<file path="src/rtl/pipe_hazard_ctrl_if.sv">
// Hazard-control bundle: decode/execute hazard inputs and per-stage register controls.
// Optional perf counters (HAZARD_PERF_EN) travel on the same bundle.
interface pipe_hazard_ctrl_if #(
    parameter int REG_AW = 5
);
    logic [REG_AW-1:0] id_rs;
    logic [REG_AW-1:0] id_rt;
    logic              id_uses_rs;
    logic              id_uses_rt;
    logic              ex_mem_read;
    logic [REG_AW-1:0] ex_rd;
    logic              ex_branch_taken;
    logic              ex_is_mul;
    logic              pc_we;
    logic              ifid_we;
    logic              ifid_flush;
    logic              idex_we;
    logic              idex_flush;
    logic              exmem_we;
    logic              exmem_flush;
    logic              memwb_we;
    logic              memwb_flush;
    logic              mul_busy;
`ifdef HAZARD_PERF_EN
    logic [31:0]       perf_stall_cyc;
    logic [31:0]       perf_flush_evt;
`endif

    modport master (
        input  id_rs, id_rt, id_uses_rs, id_uses_rt, ex_mem_read, ex_rd,
               ex_branch_taken, ex_is_mul,
        output pc_we, ifid_we, ifid_flush, idex_we, idex_flush,
               exmem_we, exmem_flush, memwb_we, memwb_flush, mul_busy
`ifdef HAZARD_PERF_EN
        , output perf_stall_cyc, perf_flush_evt
`endif
    );

    modport slave (
        output id_rs, id_rt, id_uses_rs, id_uses_rt, ex_mem_read, ex_rd,
               ex_branch_taken, ex_is_mul,
        input  pc_we, ifid_we, ifid_flush, idex_we, idex_flush,
               exmem_we, exmem_flush, memwb_we, memwb_flush, mul_busy
`ifdef HAZARD_PERF_EN
        , input perf_stall_cyc, perf_flush_evt
`endif
    );
endinterface

</file>
<file path="src/rtl/pipe_hazard_ctrl.sv">
// Pipeline hazard controller: load-use stall, EX branch flush, multi-cycle multiply hold.
// Controls are combinational from state+inputs; HAZARD_PERF_EN adds saturating stall/flush counters.
module pipe_hazard_ctrl #(
    parameter int REG_AW  = 5,
    parameter int MUL_LAT = 4
) (
    input  logic            Clk,
    input  logic            Rst,
    pipe_hazard_ctrl_if.master hz
);
    localparam int CW = $clog2(MUL_LAT) + 1;
    localparam logic [CW-1:0] CNT_LOAD = CW'((MUL_LAT > 1) ? MUL_LAT - 2 : 0);
    localparam logic [REG_AW-1:0] ZERO_REG = '0;

    typedef enum logic {RUN, MUL_WAIT} state_t;

    state_t        state, state_nxt;
    logic [CW-1:0] cnt, cnt_nxt;

    logic pc_we, ifid_we, ifid_flush, idex_we, idex_flush;
    logic exmem_we, exmem_flush, memwb_we, memwb_flush, mul_busy;
    logic load_use, branch_flush;

    assign load_use = hz.ex_mem_read && (hz.ex_rd != ZERO_REG) &&
                      ((hz.id_uses_rs && (hz.id_rs == hz.ex_rd)) ||
                       (hz.id_uses_rt && (hz.id_rt == hz.ex_rd)));

    always_ff @(posedge Clk or posedge Rst) begin
        if (Rst) begin
            state <= RUN;
            cnt   <= '0;
        end else begin
            state <= state_nxt;
            cnt   <= cnt_nxt;
        end
    end

    always_comb begin
        state_nxt    = state;
        cnt_nxt      = cnt;
        pc_we        = 1'b1;
        ifid_we      = 1'b1;
        ifid_flush   = 1'b0;
        idex_we      = 1'b1;
        idex_flush   = 1'b0;
        exmem_we     = 1'b1;
        exmem_flush  = 1'b0;
        memwb_we     = 1'b1;
        memwb_flush  = 1'b0;
        mul_busy     = 1'b0;
        branch_flush = 1'b0;
        if (Rst) begin
            pc_we       = 1'b0;
            ifid_we     = 1'b0;
            ifid_flush  = 1'b1;
            idex_we     = 1'b0;
            idex_flush  = 1'b1;
            exmem_we    = 1'b0;
            exmem_flush = 1'b1;
            memwb_we    = 1'b0;
            memwb_flush = 1'b1;
        end else begin
            case (state)
                RUN: begin
                    if (hz.ex_is_mul && (MUL_LAT > 1)) begin
                        // Hold IF/ID/EX, send a bubble into MEM, let WB drain.
                        pc_we       = 1'b0;
                        ifid_we     = 1'b0;
                        idex_we     = 1'b0;
                        exmem_flush = 1'b1;
                        state_nxt   = MUL_WAIT;
                        cnt_nxt     = CNT_LOAD;
                    end else if (hz.ex_branch_taken) begin
                        // ID holds a wrong-path instruction, so any load-use match is moot.
                        branch_flush = 1'b1;
                        ifid_flush   = 1'b1;
                        idex_flush   = 1'b1;
                    end else if (load_use) begin
                        pc_we      = 1'b0;
                        ifid_we    = 1'b0;
                        idex_flush = 1'b1;
                    end
                end
                MUL_WAIT: begin
                    mul_busy = 1'b1;
                    if (cnt != '0) begin
                        pc_we       = 1'b0;
                        ifid_we     = 1'b0;
                        idex_we     = 1'b0;
                        exmem_flush = 1'b1;
                        cnt_nxt     = cnt - 1'b1;
                    end else begin
                        state_nxt = RUN;
                    end
                end
                default: state_nxt = RUN;
            endcase
        end
    end

    assign hz.pc_we       = pc_we;
    assign hz.ifid_we     = ifid_we;
    assign hz.ifid_flush  = ifid_flush;
    assign hz.idex_we     = idex_we;
    assign hz.idex_flush  = idex_flush;
    assign hz.exmem_we    = exmem_we;
    assign hz.exmem_flush = exmem_flush;
    assign hz.memwb_we    = memwb_we;
    assign hz.memwb_flush = memwb_flush;
    assign hz.mul_busy    = mul_busy;

`ifdef HAZARD_PERF_EN
    logic [31:0] perf_stall_cyc, perf_flush_evt;

    always_ff @(posedge Clk or posedge Rst) begin
        if (Rst) begin
            perf_stall_cyc <= '0;
            perf_flush_evt <= '0;
        end else begin
            if (!pc_we && (perf_stall_cyc != 32'hFFFF_FFFF))
                perf_stall_cyc <= perf_stall_cyc + 32'd1;
            if (branch_flush && (perf_flush_evt != 32'hFFFF_FFFF))
                perf_flush_evt <= perf_flush_evt + 32'd1;
        end
    end

    assign hz.perf_stall_cyc = perf_stall_cyc;
    assign hz.perf_flush_evt = perf_flush_evt;
`endif
endmodule

</file>
<file path="src/flat_wrapper.sv">
// flat-port wrapper written by rule: the top's interface ports become plain ports
module pipe_hazard_ctrl_flat 
#(
    parameter int REG_AW  = 5,
    parameter int MUL_LAT = 4
)
  (Clk, Rst, hz_id_rs, hz_id_rt, hz_id_uses_rs, hz_id_uses_rt, hz_ex_mem_read, hz_ex_rd, hz_ex_branch_taken, hz_ex_is_mul, hz_pc_we, hz_ifid_we, hz_ifid_flush, hz_idex_we, hz_idex_flush, hz_exmem_we, hz_exmem_flush, hz_memwb_we, hz_memwb_flush, hz_mul_busy);
  pipe_hazard_ctrl_if #(.REG_AW(REG_AW)) hz_i ();
  input  logic Clk;
  input  logic Rst;
  input wire logic [$bits(hz_i.id_rs)-1:0] hz_id_rs;
  input wire logic [$bits(hz_i.id_rt)-1:0] hz_id_rt;
  input wire logic [$bits(hz_i.id_uses_rs)-1:0] hz_id_uses_rs;
  input wire logic [$bits(hz_i.id_uses_rt)-1:0] hz_id_uses_rt;
  input wire logic [$bits(hz_i.ex_mem_read)-1:0] hz_ex_mem_read;
  input wire logic [$bits(hz_i.ex_rd)-1:0] hz_ex_rd;
  input wire logic [$bits(hz_i.ex_branch_taken)-1:0] hz_ex_branch_taken;
  input wire logic [$bits(hz_i.ex_is_mul)-1:0] hz_ex_is_mul;
  output wire logic [$bits(hz_i.pc_we)-1:0] hz_pc_we;
  output wire logic [$bits(hz_i.ifid_we)-1:0] hz_ifid_we;
  output wire logic [$bits(hz_i.ifid_flush)-1:0] hz_ifid_flush;
  output wire logic [$bits(hz_i.idex_we)-1:0] hz_idex_we;
  output wire logic [$bits(hz_i.idex_flush)-1:0] hz_idex_flush;
  output wire logic [$bits(hz_i.exmem_we)-1:0] hz_exmem_we;
  output wire logic [$bits(hz_i.exmem_flush)-1:0] hz_exmem_flush;
  output wire logic [$bits(hz_i.memwb_we)-1:0] hz_memwb_we;
  output wire logic [$bits(hz_i.memwb_flush)-1:0] hz_memwb_flush;
  output wire logic [$bits(hz_i.mul_busy)-1:0] hz_mul_busy;
  assign hz_i.id_rs = hz_id_rs;
  assign hz_i.id_rt = hz_id_rt;
  assign hz_i.id_uses_rs = hz_id_uses_rs;
  assign hz_i.id_uses_rt = hz_id_uses_rt;
  assign hz_i.ex_mem_read = hz_ex_mem_read;
  assign hz_i.ex_rd = hz_ex_rd;
  assign hz_i.ex_branch_taken = hz_ex_branch_taken;
  assign hz_i.ex_is_mul = hz_ex_is_mul;
  assign hz_pc_we = hz_i.pc_we;
  assign hz_ifid_we = hz_i.ifid_we;
  assign hz_ifid_flush = hz_i.ifid_flush;
  assign hz_idex_we = hz_i.idex_we;
  assign hz_idex_flush = hz_i.idex_flush;
  assign hz_exmem_we = hz_i.exmem_we;
  assign hz_exmem_flush = hz_i.exmem_flush;
  assign hz_memwb_we = hz_i.memwb_we;
  assign hz_memwb_flush = hz_i.memwb_flush;
  assign hz_mul_busy = hz_i.mul_busy;
  pipe_hazard_ctrl #(.REG_AW(REG_AW), .MUL_LAT(MUL_LAT)) u_core (.Clk(Clk), .Rst(Rst), .hz(hz_i));
endmodule
</file>
<file path="config.mk">
export PLATFORM = sky130hd
export DESIGN_NAME = pipe_hazard_ctrl_flat
export DESIGN_NICKNAME = d
export VERILOG_FILES = /design/src/rtl/pipe_hazard_ctrl_if.sv /design/src/rtl/pipe_hazard_ctrl.sv /design/src/flat_wrapper.sv
export SDC_FILE = /design/constraint.sdc
export NUM_CORES = 1
export LEC_CHECK = 0
export CAP_MARGIN = 0
export CORE_MARGIN = 2
export CORE_UTILIZATION = 33
export CTS_CLUSTER_SIZE = 14
export DETAILED_ROUTE_END_ITERATION = 8
export PLACE_DENSITY_LB_ADDON = 0.12
export SLEW_MARGIN = 25
export SYNTH_ARGS = -nofsm -noshare
export SYNTH_HDL_FRONTEND = slang
export SYNTH_SLANG_ARGS = --single-unit
</file>
<file path="constraint.sdc">
create_clock -name Clk -period 2.4 [get_ports Clk]
set_clock_uncertainty 0.2 [all_clocks]
set_input_delay 0.24 -clock Clk [delete_from_list [all_inputs] [get_ports Clk]]
set_output_delay 0.24 -clock Clk [all_outputs]
set_load 0.05 [all_outputs]
</file>
Yosys cells after proc, flatten, opt, wreduce, memory -nomap -nowiden. Cells that the tools add are included.

Bits in registers: 4. Output and inout port bits: 10. Word-level logic and storage cells: 46. Bits of input ports: 22.

Equality and inequality tests: 4. Reductions and logical operators: 8. Muxes and demuxes: 29. Add/sub/neg operators: 1. Bitwise operators: 2.

Operators by type and width (number): $mux W1 (23); $eq A5 B5 Y1 (2); $mux W3 (2); $pmux W1 S2 (3); $pmux W3 S2 (1); $reduce_bool A5 Y1 (1); $logic_and A1 B1 Y1 (4); $ne A2 B2 Y1 const B (2); $reduce_and A3 Y1 (1); $reduce_bool A3 Y1 (1); $sub A3 B1 Y3 const B (1); $not A1 Y1 (2); $logic_or A1 B1 Y1 (1).

Logic depth before layout (Yosys ltp).
Depth after elaboration: 9. Mapped depth: 7. Gate-level depth less buffers: 6.

Least setup slack after synthesis. No wires, ideal clock.

Path type: input -> output. From: input Rst. To: output hz_pc_we. Cell stages on the path: 4. Buffers on the path: 1. Data required time: 1.960 ns. Arrival: 2.171 ns. Setup slack: -0.211 ns. Path through: inv_1 > nand2_1 > o21ba_1 > buf_4.

Cells in the longest elaborated chain, start to end: 1.

Ends and longest elaborated chain: start: declaration (line flat_wrapper.sv:10) `input logic Rst;`; $mux W1; end: declaration (line flat_wrapper.sv:19) `output wire logic [$bits(hz_i.pc_we)-1:0] hz_pc_we;`.

Every way passes these cells.

Worst setup path after layout.
From: input hz_ex_rd[2]. To: output hz_pc_we.

Cells in the longest elaborated chain, start to end: 9. Elaborated cells on any way between the ends: 13. Classes of those cells: eq/ne (2); mux (5); reduce/logical (6).

Ends and longest elaborated chain: start: declaration (line flat_wrapper.sv:16) `input wire logic [$bits(hz_i.ex_rd)-1:0] hz_ex_rd;`; $eq A5 B5 Y1, on equally long branches (line pipe_hazard_ctrl.sv:25, pipe_hazard_ctrl.sv:26); $logic_and A1 B1 Y1, on equally long branches (line pipe_hazard_ctrl.sv:25, pipe_hazard_ctrl.sv:26); $logic_or A1 B1 Y1 (line pipe_hazard_ctrl.sv:25) `((hz.id_uses_rs && (hz.id_rs == hz.ex_rd)) ||`; $logic_and A1 B1 Y1 * (line pipe_hazard_ctrl.sv:24) `assign load_use = hz.ex_mem_read && (hz.ex_rd != ZERO_REG) &&`; $mux W1 * (line pipe_hazard_ctrl.sv:78) `end else if (load_use) begin`; $mux W1 * (line pipe_hazard_ctrl.sv:73) `end else if (hz.ex_branch_taken) begin`; $mux W1 * (line pipe_hazard_ctrl.sv:65) `if (hz.ex_is_mul && (MUL_LAT > 1)) begin`; $pmux W1 S2 * (line pipe_hazard_ctrl.sv:63) `case (state)`; $mux W1 * (line pipe_hazard_ctrl.sv:52) `if (Rst) begin`.

Mark *: on every way between the ends. The rest lies on a longest branch, timed or not.

==> out/results.tsv <==
stage	metric	value	unit
critical_path	R2R Path Start	u_core.cnt[0]$_DFFE_PP0P_	
critical_path	critical path arrival	1.90	ns
critical_path	reg2reg end	u_core.cnt[0]$_DFFE_PP0P_	
logic_synthesis	post-synthesis sequential area ratio	0.223	
global_routing	initial antenna violation count	0	
sta	final setup vio count	0	
sta	TNS Setup	0	ns
cells_and_area	ANT cells	0	
floorplan	die width	40.8	µm
cells_and_area	Layout area overhead	96.9	%
sta	Final Cycle Share	0.976	
sta	Slew Limit Fails	0	
floorplan	die area	1670	µm²
flow_run	max cap viols	0	
logic_synthesis	Netlist cell types	25	
clock_tree	H-tree levels	1	
critical_path	R2R setup slack	0.85	ns
global_routing	GRT Total Usage	0.174	
floorplan	Vert. Die Dim	40.8	µm
power	Leak Pwr	0.401	nW
clock_tree	CTS Buf Count	3	
critical_path	largest fanout on the critical path	3	
routing	DR pass1 iterations	4	
critical_path	buffers plus inverters on the worst setup path	2	
status	status	finished, final reports clean	
sta	Final min period	2.34	ns
cells_and_area	FF+latch area	100	µm²
clock_tree	TritonCTS clock tree	done	
logic_synthesis	Yosys warning count	0	
critical_path	Setup crit start kind	primary input	
routing	residual DRC count	0	
cells_and_area	Core Util, Final	0.686	
floorplan	initial core utilization	0.349	
cells_and_area	Multi-input gate area	327	µm²
logic_synthesis	FF+latch count, synth	4	
routing	Detail Route Antenna Nets	0	
critical_path	worst endpoint required time	1.96	ns
place	Placed Cells	101	
floorplan	Site Rows	13	
place	Post-DP Area	832	µm²
critical_path	worst-case reg-to-reg path depth	6	
logic_synthesis	Syn Inst Count	57	
routing	WL/cell	12.4	µm
min_path	Hold Crit Class	primary input to asynchronous set/reset pin	
cells_and_area	most common cell after layout, fill and taps aside	clkdlybuf4s50_1	
critical_path	crit path kind	primary input to output pin	
clock_tree	clk sinks	4	
power	Pwr per Cell Area	761	nW/µm²
sta	Fmax	427	MHz
routing	Vias/cell	4.88	
global_routing	grt ovf	0	
clock_tree	CTS root buffer	clkbuf_4	
clock_tree	worst skew pair latency	0.23	ns
floorplan	Core Area	1280	µm²
routing	Routed WL	1290	µm
critical_path	slowest stage delay, CP	0.55	ns
floorplan	I/O pin cnt	32	
cells_and_area	final non-filler cell total	104	
logic_synthesis	Mapped Avg Cell Area	7.86	µm²
cells_and_area	design area	882	µm²
sta	final hold vios	0	
clock_tree	cts hold-fix bufs	0	
cells_and_area	layout cell share with drive strength beyond 1	0.258	
power	Peak VDD IR	0.376	mV
logic_synthesis	Synth Cell Area	448	µm²
cells_and_area	commonest cells after routing, fill and taps aside	18 x clkdlybuf4s50_1, 8 x xor2_1, 7 x inv_1, 7 x buf_12, 5 x a21oi_1	
place	Detail Placement HPWL	1130	µm
global_routing	first-pass GRT wire length	1890	µm
cells_and_area	fill count	118	
sta	worst slew pin tran	0.293	ns
cells_and_area	Final nets	115	
clock_tree	Reg clk slew, reported paths	0.04	ns
critical_path	CP cell instances	clkdlybuf4s50_1, or4_4, o21ai_2, a211o_2, o21ba_2, buf_12	
place	routability congestion estimate from global placement	0.719	
sta	RSZ-0062 raised after global routing	false	
place	IO Port Bufs	31	
routing	1st-iter DRT viols	6	
critical_path	CP Capture Type	output pin	
critical_path	CP max-delay cell	or4_4	
critical_path	critical path's top delay family	buffers and inverters	
global_routing	vias in the first global route	448	
clock_tree	CTS max path bufs	2	
global_routing	largest net degree at the start of global routing	10	
logic_synthesis	syn_nets	81	
sta	slew margin rel.	0.803	
sta	hold_ws	0.334	ns
routing	vias post-DR	508	
## power breakdown
group | total, mW | internal [mW] | switching [mW]
Sequential | 0.137 | 0.103 | 0.0344
Clock | 0.0795 | 0.0556 | 0.0238
Combinational | 0.455 | 0.205 | 0.249
## timing repair
| item | in CTS | in global routing |
|---|---|---|
| buffers inserted | 0 | 0 |
| resized for setup | 0 | 6 |
| setup endpoints to repair | 0 | 3 |
## cells in the mapped netlist
library cell	instances	area [µm²]
o22ai_1	1	6.26
a31oi_1	1	6.26
dfrtp_1	4	100
nand2b_1	1	6.26
nor3_1	1	5.00
a211o_2	1	10.0
nor2b_1	1	6.26
buf_4	3	22.5
and2_0	1	6.26
inv_1	7	26.3
o21ai_0	4	20.0
or2_1	1	6.26
ha_1	2	25.0
or4_4	1	11.3
nor4_1	3	18.8
a21oi_1	5	25.0
nor2_1	4	15.0
o21ai_2	1	8.76
nand2_1	1	3.75
o31ai_1	1	7.51
o21ba_1	1	10.0
a32oi_1	1	8.76
xor2_1	8	70.1
nand3_1	1	5.00
xnor2_1	2	17.5
## layout make-up
cell class / instances / share of cell area
repair buffers: 32 / 0.440
well taps: 15 / 0.0213
clock buffers: 3 / 0.0255
multi-input cells: 43 / 0.370
flip-flops and latches: 4 / 0.113
inverters: 7 / 0.0298
## stage by stage
| step | total power, mW | worst slack [ns] |
|---|---|---|
| 2_1_floorplan | 0.405 | 0.0608 |
| 4_1_cts | 0.676 | 0.0247 |
| 6_report | 0.672 | 0.0582 |
| 3_5_place_dp | 0.591 | 0.0298 |
| 5_1_grt | 0.728 | 0.000537 |
| 3_3_place_gp | 0.584 | 0.0408 |
## worst max path at each step
stage,start,to,slack [ns],cells after the start
after floorplan,u_core.cnt[0]$_DFFE_PP0P_,hz_pc_we,0.06,7
after global placement,hz_ex_rd[1],hz_pc_we,0.04,6
after detailed placement,hz_ex_rd[1],hz_pc_we,0.03,6
after CTS,hz_ex_rd[1],hz_pc_we,0.02,6
after global routing,hz_ex_rd[2],hz_ifid_we,0.0005,6
final,hz_ex_rd[2],hz_pc_we,0.06,6
## routing by layer
metal | routed length, µm | up-vias | global-route usage
li1 | - | 259 | -
met1 | 538 | 228 | 0.193
met2 | 613 | 21 | 0.297
met3 | 142 | 0 | 0.0598
met4 | 0 | 0 | 0.0750
met5 | 0 | - | 0
## kinds of logic after synthesis
group | after synthesis | share of synthesized area
AOI/OAI and AO/OA | 16 | 0.229
and+or+nand+nor | 15 | 0.187
xor gates and xnor gates | 10 | 0.196
buffers and inverters | 10 | 0.109
DFF | 4 | 0.223
adders and majority gates | 2 | 0.0559
## worst reg2reg max path: cells and delay by family (launching register included)
| kind | cells | cell delay, ns |
|---|---|---|
| DFF | 1 | 0.38 |
| and+or+nand+nor | 2 | 0.34 |
| AOI/OAI and AO/OA | 2 | 0.22 |
| adders and majority gates | 1 | 0.19 |
| buffers and inverters | 1 | 0.10 |
## flip-flops by register name, summed over array words and instances (netlist names)
name / flops
u_core.cnt: 3
u_core.state: 1
Note: power is estimated with default switching activity, not from simulation.
